$ cat src/rtl/mnist_frame_loader.sv
// Purpose: fills the CNN image memory from an 8-bit pixel stream in raster order, then launches inference.
// Latency: accepted beat appears on the write port next cycle; start_out follows the last write by one cycle.
// Backpressure: s_ready drops from frame completion until cnn_done, and is low while reset is asserted.
module mnist_frame_loader #(
    parameter int DATA_WIDTH      = 27,
    parameter int FRACTION_WIDTH  = 9,
    parameter int ADDR_WIDTH      = 10,
    parameter int NUM_PIXELS      = 784,
    parameter int FRAME_CNT_WIDTH = 16
) (
    input  logic                       clk,
    input  logic                       reset,
    input  logic                       s_valid,
    output logic                       s_ready,
    input  logic [7:0]                 s_data,
    input  logic                       s_last,
    output logic [ADDR_WIDTH-1:0]      mnist_waddr,
    output logic                       mnist_wen,
    output logic [DATA_WIDTH-1:0]      mnist_wdata,
    output logic                       start_out,
    input  logic                       cnn_done,
    output logic                       busy,
    output logic                       frame_err,
    output logic [FRAME_CNT_WIDTH-1:0] frame_count
);

    // Pixel p maps to p/256 in the fixed-point format: shift left by the extra fraction bits.
    localparam int                    FRAC_SHIFT = FRACTION_WIDTH - 8;
    localparam logic [ADDR_WIDTH-1:0] LAST_IDX   = ADDR_WIDTH'(NUM_PIXELS - 1);

    typedef enum logic [2:0] {
        IDLE  = 3'd0,
        LOAD  = 3'd1,
        DRAIN = 3'd2,
        START = 3'd3,
        WAIT  = 3'd4
    } state_t;

    state_t                state;
    state_t                state_next;
    logic [ADDR_WIDTH-1:0] idx;
    logic [ADDR_WIDTH-1:0] idx_next;
    logic                  accept;
    logic                  wr_next;
    logic                  err_set;
    logic                  err_clr;
    logic                  done_take;
    logic [DATA_WIDTH-1:0] pixel_fx;

    // Ready depends only on state (and reset), never on s_valid.
    assign s_ready  = !reset && (state == IDLE || state == LOAD || state == DRAIN);
    assign accept   = s_valid && s_ready;
    assign busy     = (state != IDLE);
    assign pixel_fx = DATA_WIDTH'(s_data) << FRAC_SHIFT;
    // Only the first beat of a frame, seen in IDLE, clears a previous framing error.
    assign err_clr  = accept && (state == IDLE);

    // Next-state, write request and event decode; IDLE behaves like LOAD at idx 0.
    always_comb begin
        state_next = state;
        wr_next    = 1'b0;
        err_set    = 1'b0;
        done_take  = 1'b0;
        case (state)
            IDLE, LOAD: begin
                if (accept) begin
                    wr_next = 1'b1;
                    if (idx == LAST_IDX) begin
                        if (s_last) begin
                            state_next = START;
                        end else begin
                            state_next = DRAIN;
                            err_set    = 1'b1;
                        end
                    end else if (s_last) begin
                        state_next = IDLE;
                        err_set    = 1'b1;
                    end else begin
                        state_next = LOAD;
                    end
                end
            end
            DRAIN: begin
                if (accept && s_last) begin
                    state_next = IDLE;
                end
            end
            START: begin
                state_next = WAIT;
            end
            WAIT: begin
                if (cnn_done) begin
                    state_next = IDLE;
                    done_take  = 1'b1;
                end
            end
            default: begin
                state_next = IDLE;
            end
        endcase
        // idx is non-zero only while a frame is being loaded.
        if (state_next == LOAD) begin
            idx_next = accept ? (idx + ADDR_WIDTH'(1)) : idx;
        end else begin
            idx_next = '0;
        end
    end

    // State and pixel index registers.
    always_ff @(posedge clk) begin
        if (reset) begin
            state <= IDLE;
            idx   <= '0;
        end else begin
            state <= state_next;
            idx   <= idx_next;
        end
    end

    // Registered memory write port; address/data hold between writes.
    always_ff @(posedge clk) begin
        if (reset) begin
            mnist_wen   <= 1'b0;
            mnist_waddr <= '0;
            mnist_wdata <= '0;
        end else begin
            mnist_wen <= wr_next;
            if (wr_next) begin
                mnist_waddr <= idx;
                mnist_wdata <= pixel_fx;
            end
        end
    end

    // Start is registered off START so it trails the final write on the port by one cycle.
    always_ff @(posedge clk) begin
        if (reset) begin
            start_out <= 1'b0;
        end else begin
            start_out <= (state == START);
        end
    end

    // Sticky framing error; a new error wins over the clear of the same beat.
    always_ff @(posedge clk) begin
        if (reset) begin
            frame_err <= 1'b0;
        end else if (err_set) begin
            frame_err <= 1'b1;
        end else if (err_clr) begin
            frame_err <= 1'b0;
        end
    end

    // Completed-inference counter, wraps naturally.
    always_ff @(posedge clk) begin
        if (reset) begin
            frame_count <= '0;
        end else if (done_take) begin
            frame_count <= frame_count + FRAME_CNT_WIDTH'(1);
        end
    end

endmodule
$ cat config.mk
export PLATFORM = sky130hd
export DESIGN_NAME = mnist_frame_loader
export DESIGN_NICKNAME = d
export VERILOG_FILES = /design/src/rtl/mnist_frame_loader.sv
export SDC_FILE = /design/constraint.sdc
export NUM_CORES = 1
export LEC_CHECK = 0
export CAP_MARGIN = 5
export CORE_UTILIZATION = 50
export CTS_CLUSTER_DIAMETER = 200
export DETAILED_ROUTE_END_ITERATION = 8
export PLACE_DENSITY_LB_ADDON = 0.25
export RECOVER_POWER = 25
export SYNTH_ARGS = -nofsm -noshare
export SYNTH_HDL_FRONTEND = slang
export SYNTH_SLANG_ARGS = --single-unit
$ cat constraint.sdc
create_clock -name clk -period 3.6 [get_ports clk]
set_clock_uncertainty 0.2 [all_clocks]
set_input_delay 0.72 -clock clk [delete_from_list [all_inputs] [get_ports clk]]
set_output_delay 0.72 -clock clk [all_outputs]
set_load 0.005 [all_outputs]
# Word level (Yosys, flattened, before mapping)
# Index checks and enable logic that the tools add are counted.
# Widths: inputs -> output; s select.
# op_classes
reduce_logical,12
n_eq_ne,6
n_addsub,2
bitwise,1
n_mux,18
# ops
op,n
$add 16x1->16 const B,1
$mux 1,13
$mux 3,4
$pmux 3 s4,1
$add 10x1->10 const B,1
$eq 10x10->1 const B,1
$eq 3x1->1 const B,2
$eq 3x2->1 const B,2
$logic_and 1x1->1,4
$reduce_or 2->1,2
$eq 3x3->1 const B,1
$logic_not 3->1,1
$reduce_bool 3->1,1
$logic_or 1x1->1,2
$reduce_bool 2->1,1
$logic_not 1->1,1
$not 1->1,1
# word_totals
wordCells,47
reg_bits,50
in_bits,13
out_inout_bits,58

# Depth between registers and ports, before layout
# Gate-level depths: netlist (run 1).
# depth
depth_word,11
ltp_mapped,6

# Worst setup path before layout (run 1)
# No wires, ideal clock.
# synth_path
path_type,input -> output
from,input reset
to,output s_ready
slack_ns,1.471
cell_stages,2
arrival_time_ns,1.209
t_required_ns,2.680
path_cell_list,a211o_1 > inv_1
# synth_between
elab_chain_cells,2
# synth_rtl
item,line,text
"start, declared",12,"input logic reset,"
$logic_not 1->1,51,assign s_ready = !reset && (state == IDLE || state == LOAD || state == DRAIN);
$logic_and 1x1->1,51,
"end, declared",14,"output logic s_ready,"
# Every way passes these cells.

# Worst setup path after layout (run 1)
# Ends and elaborated chain as after synthesis.

==> flow_summary.ini, run 1 <==
[place]
dpl.hpwl_um = 3103
dpl_worst_slack_ns = 0.4648
portBuffers = 51
gp_congestion = 0.8623

[synth]
ys_warn_count = 0
syn-instance-count = 265
synth.ff_latch_count = 50
synth_area_sq_um = 2275
yosys.area.top_type = dfxtp_1
synth_edf_count = 0
ys_types = 39
synth_async_sr_flop_share_pct = 0
synth_area_leaders = dfxtp_1 44%, buf_4 6.6%, o21ai_0 4.8%
synth_top_area_share_pct = 44.00
synthFlopType = dfxtp_1
syn_avg_cell_area_sq_um = 8.584
ys_seq_area_share_pct = 44.00

[die]
design.core.area_sq_um = 4354
chipHeight_um = 69.45
num_rows = 24
initial_utilization_pct = 52.24
io_pins = 71
die_w_um = 69.45
die_area_sq_um = 4823

[clock_tree]
clockBufferDepth = 2
post-cts-setup-buffer-count = 0
cts_buffers = 5
clk_latency_ns = 0.30
cts_hold_buf = 0
clk_pin_slew_ns = 0.08
cts_root_buf = clkbuf_8
cts-resized-gates = 0
htree_levels = 2
cts_sinks = 50
cts_tree = built

[timing]
post-route-period-util_pct = 91.29
report.final.slew_viol_count = 0
worst_pin_slew_ns = 0.5228
max_slew_margin_pct = 64.15
fin_ws_ns = 0.3137
setup_viol = 0
rsz0062_at_grt = false
fin_hold_ws_ns = 0.2706
max_freq_mhz = 304.3
period_needed_ns = 3.286
fin_tns_setup_ns = 0
hold_viol_final = 0

[route]
antenna_left = 0
finalWirelength_um = 4419
met3_length_um = 234
m1WireLength_um = 2069
first_pass_iters = 4
met2RoutedLength_um = 2067
dr.first_iter.drc_count = 105
wl_per_cell_um = 12.07
route.detailed.drc = 0
vias = 1900
top_layer_used = met4
viasPerCell = 5.191

[final_layout]
layout_commonest_cell = dfxtp_1
drive_above_1_share_pct = 3.503
fin_nets = 330
final_cell_mix = 50 x dfxtp_1, 38 x clkdlybuf4s50_1, 28 x nand2_1
n_antenna_cell = 0
area_growth_pct = 24.42

[grt]
antenna_found_initial = 0
overflow = 0
grt_pass1_wl_um = 7569
grt_usage_pct = 19.30
grt_max_degree = 42
grt_pass1_vias = 1669

[power_and_ir_drop]
powerDensity_nw_per_um2 = 339.5
ir_drop_mv = 0.2155
leakagePower_uw = 0.001048

[job]
drv_cap = 0

[worst_setup_path]
worstSetupStartpointType = input port
crit_arrival_ns = 2.37
path_class = input port to primary output
end_kind = primary output
crit_fanout = 8
cp.required_ns = 2.68

[run_status]
status = finished, final reports clean

[worst_hold_path]
hold_class = flip-flop to flip-flop
logic make-up after synthesis:
logic type	count (synthesis)	share of synthesized area, %
compound gates	37	9.352
xor+xnor	18	6.931
fa+ha+maj	2	1.100
buf+inv	37	9.461
flops	50	44.00
mux	5	2.255
other cells	1	0.1649
simple gates	115	26.73
critical path, cell delays in order:
cell             delay [ns]
dlygate4sd3_1          0.55
a211o_1                0.38
inv_1                  0.19
clkdlybuf4s50_1        0.53
final cells by class:
cell class              count  area, sq um
fillers                   374         1524
multi-input cells         196         1119
flip-flops and latches     50         1001
repair buffers             55        536.8
clock buffers               6        82.58
well taps                  52        65.06
inverters                   7        26.28
power by group:
group	total, uW	internal, uW	switching [uW]
Sequential	569	562	6.19
Combinational	76.6	38.3	38.4
Clock	316	148	167
Total	961	749	212
cell usage after synthesis, types with 2 or more instances:
cell type  count
nor3_1        14
xor2_1         9
nand2_1       27
o31ai_1        3
nand3b_1       2
mux2i_1        4
or4_1          3
nand4_1        7
nor2b_1        2
xnor2_1        9
and2_1         2
dfxtp_1       50
a21oi_1        6
nand3_1        9
and3_1         2
ha_1           2
buf_4         20
inv_1          7
o21ai_0       22
nor4_1         7
clkbuf_1       8
or3_1          3
nand2b_1      16
nor2_1        16
worst paths after layout:
kind	startpoint	to	slack (ns)	cells after the start
max	reset	s_ready	0.31	4
min	mnist_wdata[1]	mnist_wdata[1]	0.27	2
max reg2reg	state[2]	frame_count[13]	1.17	5
min reg2reg	mnist_wdata[1]	mnist_wdata[1]	0.27	2
per-stage QoR:
step	util, %	total power, uW	area, sq um	instances
after detailed placement	63.36	661.5	2759	360
final	65.00	960.8	2830	366
after floorplan	-	634.1	2342	283
after global routing	65.00	1003	2830	366
after CTS	65.26	971.7	2841	366
after global placement	63.36	660.3	2759	360
metal layers:
layer,up-vias,track usage [%]
met1,868,24.66
met2,54,31.18
met5,-,0
li1,973,-
met3,5,5.814
met4,0,6.122
registers in the layout (all words and copies together), names as in the netlist:
name	count
frame_err	1
start_out	1
state	3
mnist_waddr	10
mnist_wen	1
mnist_wdata	8
idx	10
frame_count	16
(Power assumes the default switching activity.)
==> inputs of run 2 (changes only) <==
--- a/config.mk
+++ b/config.mk
@@ -6,7 +6,9 @@
 export NUM_CORES = 1
 export LEC_CHECK = 0
 export CAP_MARGIN = 5
-export CORE_UTILIZATION = 50
+export CELL_PAD_IN_SITES_DETAIL_PLACEMENT = 0
+export CELL_PAD_IN_SITES_GLOBAL_PLACEMENT = 1
+export CORE_UTILIZATION = 36
 export CTS_CLUSTER_DIAMETER = 200
 export DETAILED_ROUTE_END_ITERATION = 8
 export PLACE_DENSITY_LB_ADDON = 0.25
==> run 2 against run 1 <==
Via count increased by 0.26%. Clock-buffer cell count increased by 1. Largest cell class unchanged. Critical path type unchanged. Sequential share of layout area down 0.51 points. Worst setup slack got worse by 0.0097 ns.
==> flow_summary.ini, run 2 (synthesized netlist as in run 1, its figures left out) <==
[die]
chipHeight_um = 81.49
die_area_sq_um = 6641
die_w_um = 81.49
io_pins = 71
design.core.area_sq_um = 5991
num_rows = 28
initial_utilization_pct = 37.97

[power_and_ir_drop]
power_frac_seq_pct = 58.0
leakagePower_uw = 0.001086
clkPwrFrac_pct = 34.1
power_uw = 980.6
combPwrFrac_pct = 7.9
powerDensity_nw_per_um2 = 341.5
p_switching_uw = 224.4
ir_drop_mv = 0.1744
switching_share_pct = 22.89
p_int_uw = 756.1

[timing]
post-route-period-util_pct = 91.55
report.final.slew_viol_count = 0
fin_tns_setup_ns = 0
worst_pin_slew_ns = 0.5737
setup_viol = 0
period_needed_ns = 3.296
hold_viol_final = 0
rsz0062_at_grt = false
max_slew_margin_pct = 60.66
max_freq_mhz = 303.4

[route]
dr.first_iter.drc_count = 112
vias = 1905
first_pass_iters = 5
wl_per_cell_um = 11.74
antenna_left = 0
viasPerCell = 4.885
finalWirelength_um = 4577
route.detailed.drc = 0

[final_layout]
largest_register_ffs = 16
reg.largest.list = frame_count (16), idx (10), mnist_waddr (10)
final_cell_mix = 50 x dfxtp_1, 33 x clkdlybuf4s50_1, 27 x nand2_1
nFillCells = 610
fin_nets = 329
largest_register = frame_count
drive_above_1_share_pct = 4.127
layout_commonest_cell = dfxtp_1
area_growth_pct = 26.24
n_antenna_cell = 0

[clock_tree]
htree_levels = 2
cts-resized-gates = 0
cts_hold_buf = 0
cts_tree = built
cts_buffers = 5
clk_latency_ns = 0.30
post-cts-setup-buffer-count = 0
cts_root_buf = clkbuf_8
clk_pin_slew_ns = 0.08
clockBufferDepth = 2
cts_sinks = 50

[run_status]
status = finished, final reports clean

[worst_setup_path]
crit_arrival_ns = 2.38
cp.required_ns = 2.68
end_kind = primary output
worstSetupStartpointType = input port
path_class = input port to primary output
crit_fanout = 8

[grt]
grt_max_degree = 42
overflow = 0
grt_pass1_vias = 1588
antenna_found_initial = 0
grt_usage_pct = 14.23
grt_pass1_wl_um = 7293

[worst_hold_path]
hold_class = flip-flop to flip-flop

[job]
drv_cap = 0

[place]
dpl.hpwl_um = 3206
portBuffers = 51
gp_congestion = 0.7886
==> run 2: cell types whose count changed in the layout (fill, tap and decap cells not counted) <==
| cell | delta |
|---|---|
| dlygate4sd3_1 | +5 |
| clkdlybuf4s50_1 | -5 |
| nand2_4 | +1 |
| nand2_1 | -1 |
| clkinv_2 | +1 |
==> run 2: metrics by stage <==
step | cell area, sq um | setup WS [ns] | hold slack (ns) | util [%] | cells
finish | 2872 | 0.3041 | 0.2706 | 47.93 | 390
floorplan | 2342 | 1.471 | 0.2589 | - | 283
detailed placement | 2780 | 0.4502 | 0.2639 | 46.41 | 382
global placement | 2780 | 0.4642 | 0.2610 | 46.41 | 382
CTS | 2872 | 0.4327 | 0.2786 | 47.93 | 390
global route | 2872 | 0.2308 | 0.2928 | 47.93 | 390
==> run 2: path summary, 6_finish.rpt <==
kind                   from               to  slack (ns)  cells past startpoint
min          mnist_wdata[7]   mnist_wdata[7]        0.27                      2
max reg2reg  frame_count[3]  frame_count[14]        1.49                      4
max                   reset          s_ready        0.30                      4
min reg2reg  mnist_wdata[7]   mnist_wdata[7]        0.27                      2
==> run 2: layer usage <==
metal | vias up | part of all wire [%] | global-route usage (%)
met2 | 46 | 45 | 22.42
met4 | 0 | 0.90 | 4.821
met1 | 888 | 49 | 19.19
li1 | 967 | - | -
met3 | 4 | 4.5 | 3.000
met5 | - | 0 | 0
==> run 2: power groups by stage <==
stage | logic (uW) | clock network (uW) | registers, uW
after CTS | 81.3 | 354 | 569
after global placement | 80.4 | 0 | 582
after floorplan | 52.2 | 0 | 582
after global routing | 87.8 | 370 | 570
after detailed placement | 80.9 | 0 | 582
final | 77.3 | 335 | 569
==> run 2: area by class of cell <==
class	instances	area, sq um	area share, %
clock buffer	7	86.33	3.007
clock inverter	1	5.005	0.1743
inverter	7	26.28	0.9150
multi-input combinational	196	1126	39.22
sequential	50	1001	34.86
tap	75	93.84	3.268
timing repair buffer	54	533.0	18.56
==> run 2: worst max-delay path, cell delays in order <==
cell and delay, ns:
dlygate4sd3_1 0.56, a211o_1 0.38, inv_1 0.19, clkdlybuf4s50_1 0.53
==> patch, RTL diff (flow settings as in run 2) <==
The parameter `ADDR_WIDTH` goes from 10 to 11.
--- a/src/rtl/mnist_frame_loader.sv
+++ b/src/rtl/mnist_frame_loader.sv
@@ -6,3 +6,3 @@
     parameter int FRACTION_WIDTH  = 9,
-    parameter int ADDR_WIDTH      = 10,
+    parameter int ADDR_WIDTH      = 11,
     parameter int NUM_PIXELS      = 784,
Interface: changed (resized mnist_waddr); port bits go from 71 to 72. The function was not compared with the original's and may differ.
==> patch against run 2 <==
- final area grew 4.7%
- via count grew 2.4%
- synthesized cell count grew 3.4%
- sequential power grew 3.9%
- non-clock buffer count grew 4
- critical endpoint unchanged
- sequential cell count grew 2
- setup slack gained 0.32 ns
- register-to-register slack lost 0.20 ns
- hold slack gained 0.0014 ns
- power grew 2.9%
- largest power group unchanged
- cell count grew 2.6%
- synthesized area grew 5.4%
- wire length grew 4.0%
==> patch: results (changes against run 2) <==
Outcome
  – Status: complete, no violations (unchanged)

Yosys
  – Cells after Synth: 274 (was 265)
  – Unique masters post-synth: 40 (was 39)
  – Seq/Total Area, Yosys: 0.4340 (was 0.4400)
  – Largest cells by area after synthesis: dfxtp_1 (43%), o21ai_0 (6.1%), buf_4 (5.9%), nand2b_1 (5.0%), xor2_1 (4.7%) (was dfxtp_1 (44%), buf_4 (6.6%), o21ai_0 (4.8%), nand2_1 (4.5%), nand2b_1 (4.4%))
  – Synth top cells by count: dfxtp_1 (52), o21ai_0 (29), nand2_1 (28) (was dfxtp_1 (50), nand2_1 (27), o21ai_0 (22))

Place
  – IO buf count: 52 (was 51)
  – DP Wirelength: 3366 µm (was 3206 µm)
  – Placer congestion estimate: 0.8254 (was 0.7886)
  – Number of placed instances, taps included: 392 (was 382)

Power and ir drop
  – Switch Pwr: 0.0002313 W (was 0.0002244 W)
  – Peak supply drop: 0.1610 mV (was 0.1744 mV)
  – Leak: 1.100 nW (was 1.086 nW)

Routing
  – 1st-iter DRT viols: 61 (was 112)
  – DRT Wirelength: 4760 µm (was 4577 µm)
  – WL/cell: 11.90 µm (was 11.74 µm)
  – Vias per Instance: 4.878 (was 4.885)

Global route
  – GR Util met3: 0.04055 (was 0.03000)
  – First-pass GRT wire length: 8100 µm (was 7293 µm)
  – Met1 Use GR: 0.1794 (was 0.1919)
  – Vias in the first global route: 1808 (was 1588)
  – All-Layer GR Usage: 0.1420 (was 0.1423)

STA
  – Least-Margin Pin Slew: 0.5067 ns (was 0.5737 ns)

Critical path
  – WP data arrival: 2.06 ns (was 2.38 ns)
  – Largest fanout on the critical path: 3 (was 8)

Final layout
  – Share of post-route cells with drive strength above 1: 0.06502 (was 0.04127)
patch: kinds of logic after synthesis:
kind of cell | Yosys count | synth area share
adder cells (fa/ha/maj) | 2 | 0.01043
flip-flops | 52 | 0.4340
AND/OR/NAND/NOR | 117 | 0.2739
multiplexers | 3 | 0.01252
other | 1 | 0.001563
AO/OA/AOI/OAI | 48 | 0.1205
buffers and inverters | 36 | 0.09233
XOR/XNOR | 15 | 0.05477
patch: power by group through the flow:
stage                     sequential (W)  clock (W)  combinational [W]
after floorplan                 0.000605          0          0.0000540
after global placement          0.000604          0          0.0000820
after detailed placement        0.000604          0          0.0000824
after CTS                       0.000591   0.000358          0.0000827
after global routing            0.000593   0.000381          0.0000881
final                           0.000591   0.000339          0.0000796
patch: layer usage:
layer	vias up	share of wire
li1	1010	-
met1	886	0.49
met2	50	0.46
met3	5	0.045
met4	0	0.013
met5	-	0
patch: per-stage QoR:
| step | setup WS [ns] | util | cell area [µm²] |
|---|---|---|---|
| after floorplan | 1.193 | - | 2466 |
| after global placement | 0.6275 | 0.4567 | 2917 |
| after detailed placement | 0.5940 | 0.4567 | 2917 |
| after CTS | 0.6205 | 0.4712 | 3009 |
| after global routing | 0.5888 | 0.4706 | 3005 |
| final | 0.6236 | 0.4706 | 3005 |
patch: area by class of cell:
class	count	area, µm²
repair buffers	58	561.8
clock buffers	6	82.58
flip-flops and latches	52	1041
clock inverters	2	10.01
fillers	637	3381
inverters	1	3.754
well taps	77	96.34
multi-input cells	204	1210
patch: final timing paths:
| path | depth (start not counted) | from | end | slack, ns |
|---|---|---|---|---|
| worst max-delay path | 3 | reset | s_ready | 0.62 |
| worst min-delay path | 2 | mnist_waddr[6] | mnist_waddr[6] | 0.27 |
| worst max register to register | 5 | state[2] | frame_count[15] | 1.29 |
| worst min register to register | 2 | mnist_waddr[6] | mnist_waddr[6] | 0.27 |
patch: worst max-delay path, stage by stage:
cell	delay (ns)
clkdlybuf4s50_1	0.46
a211oi_4	0.31
clkdlybuf4s50_1	0.56
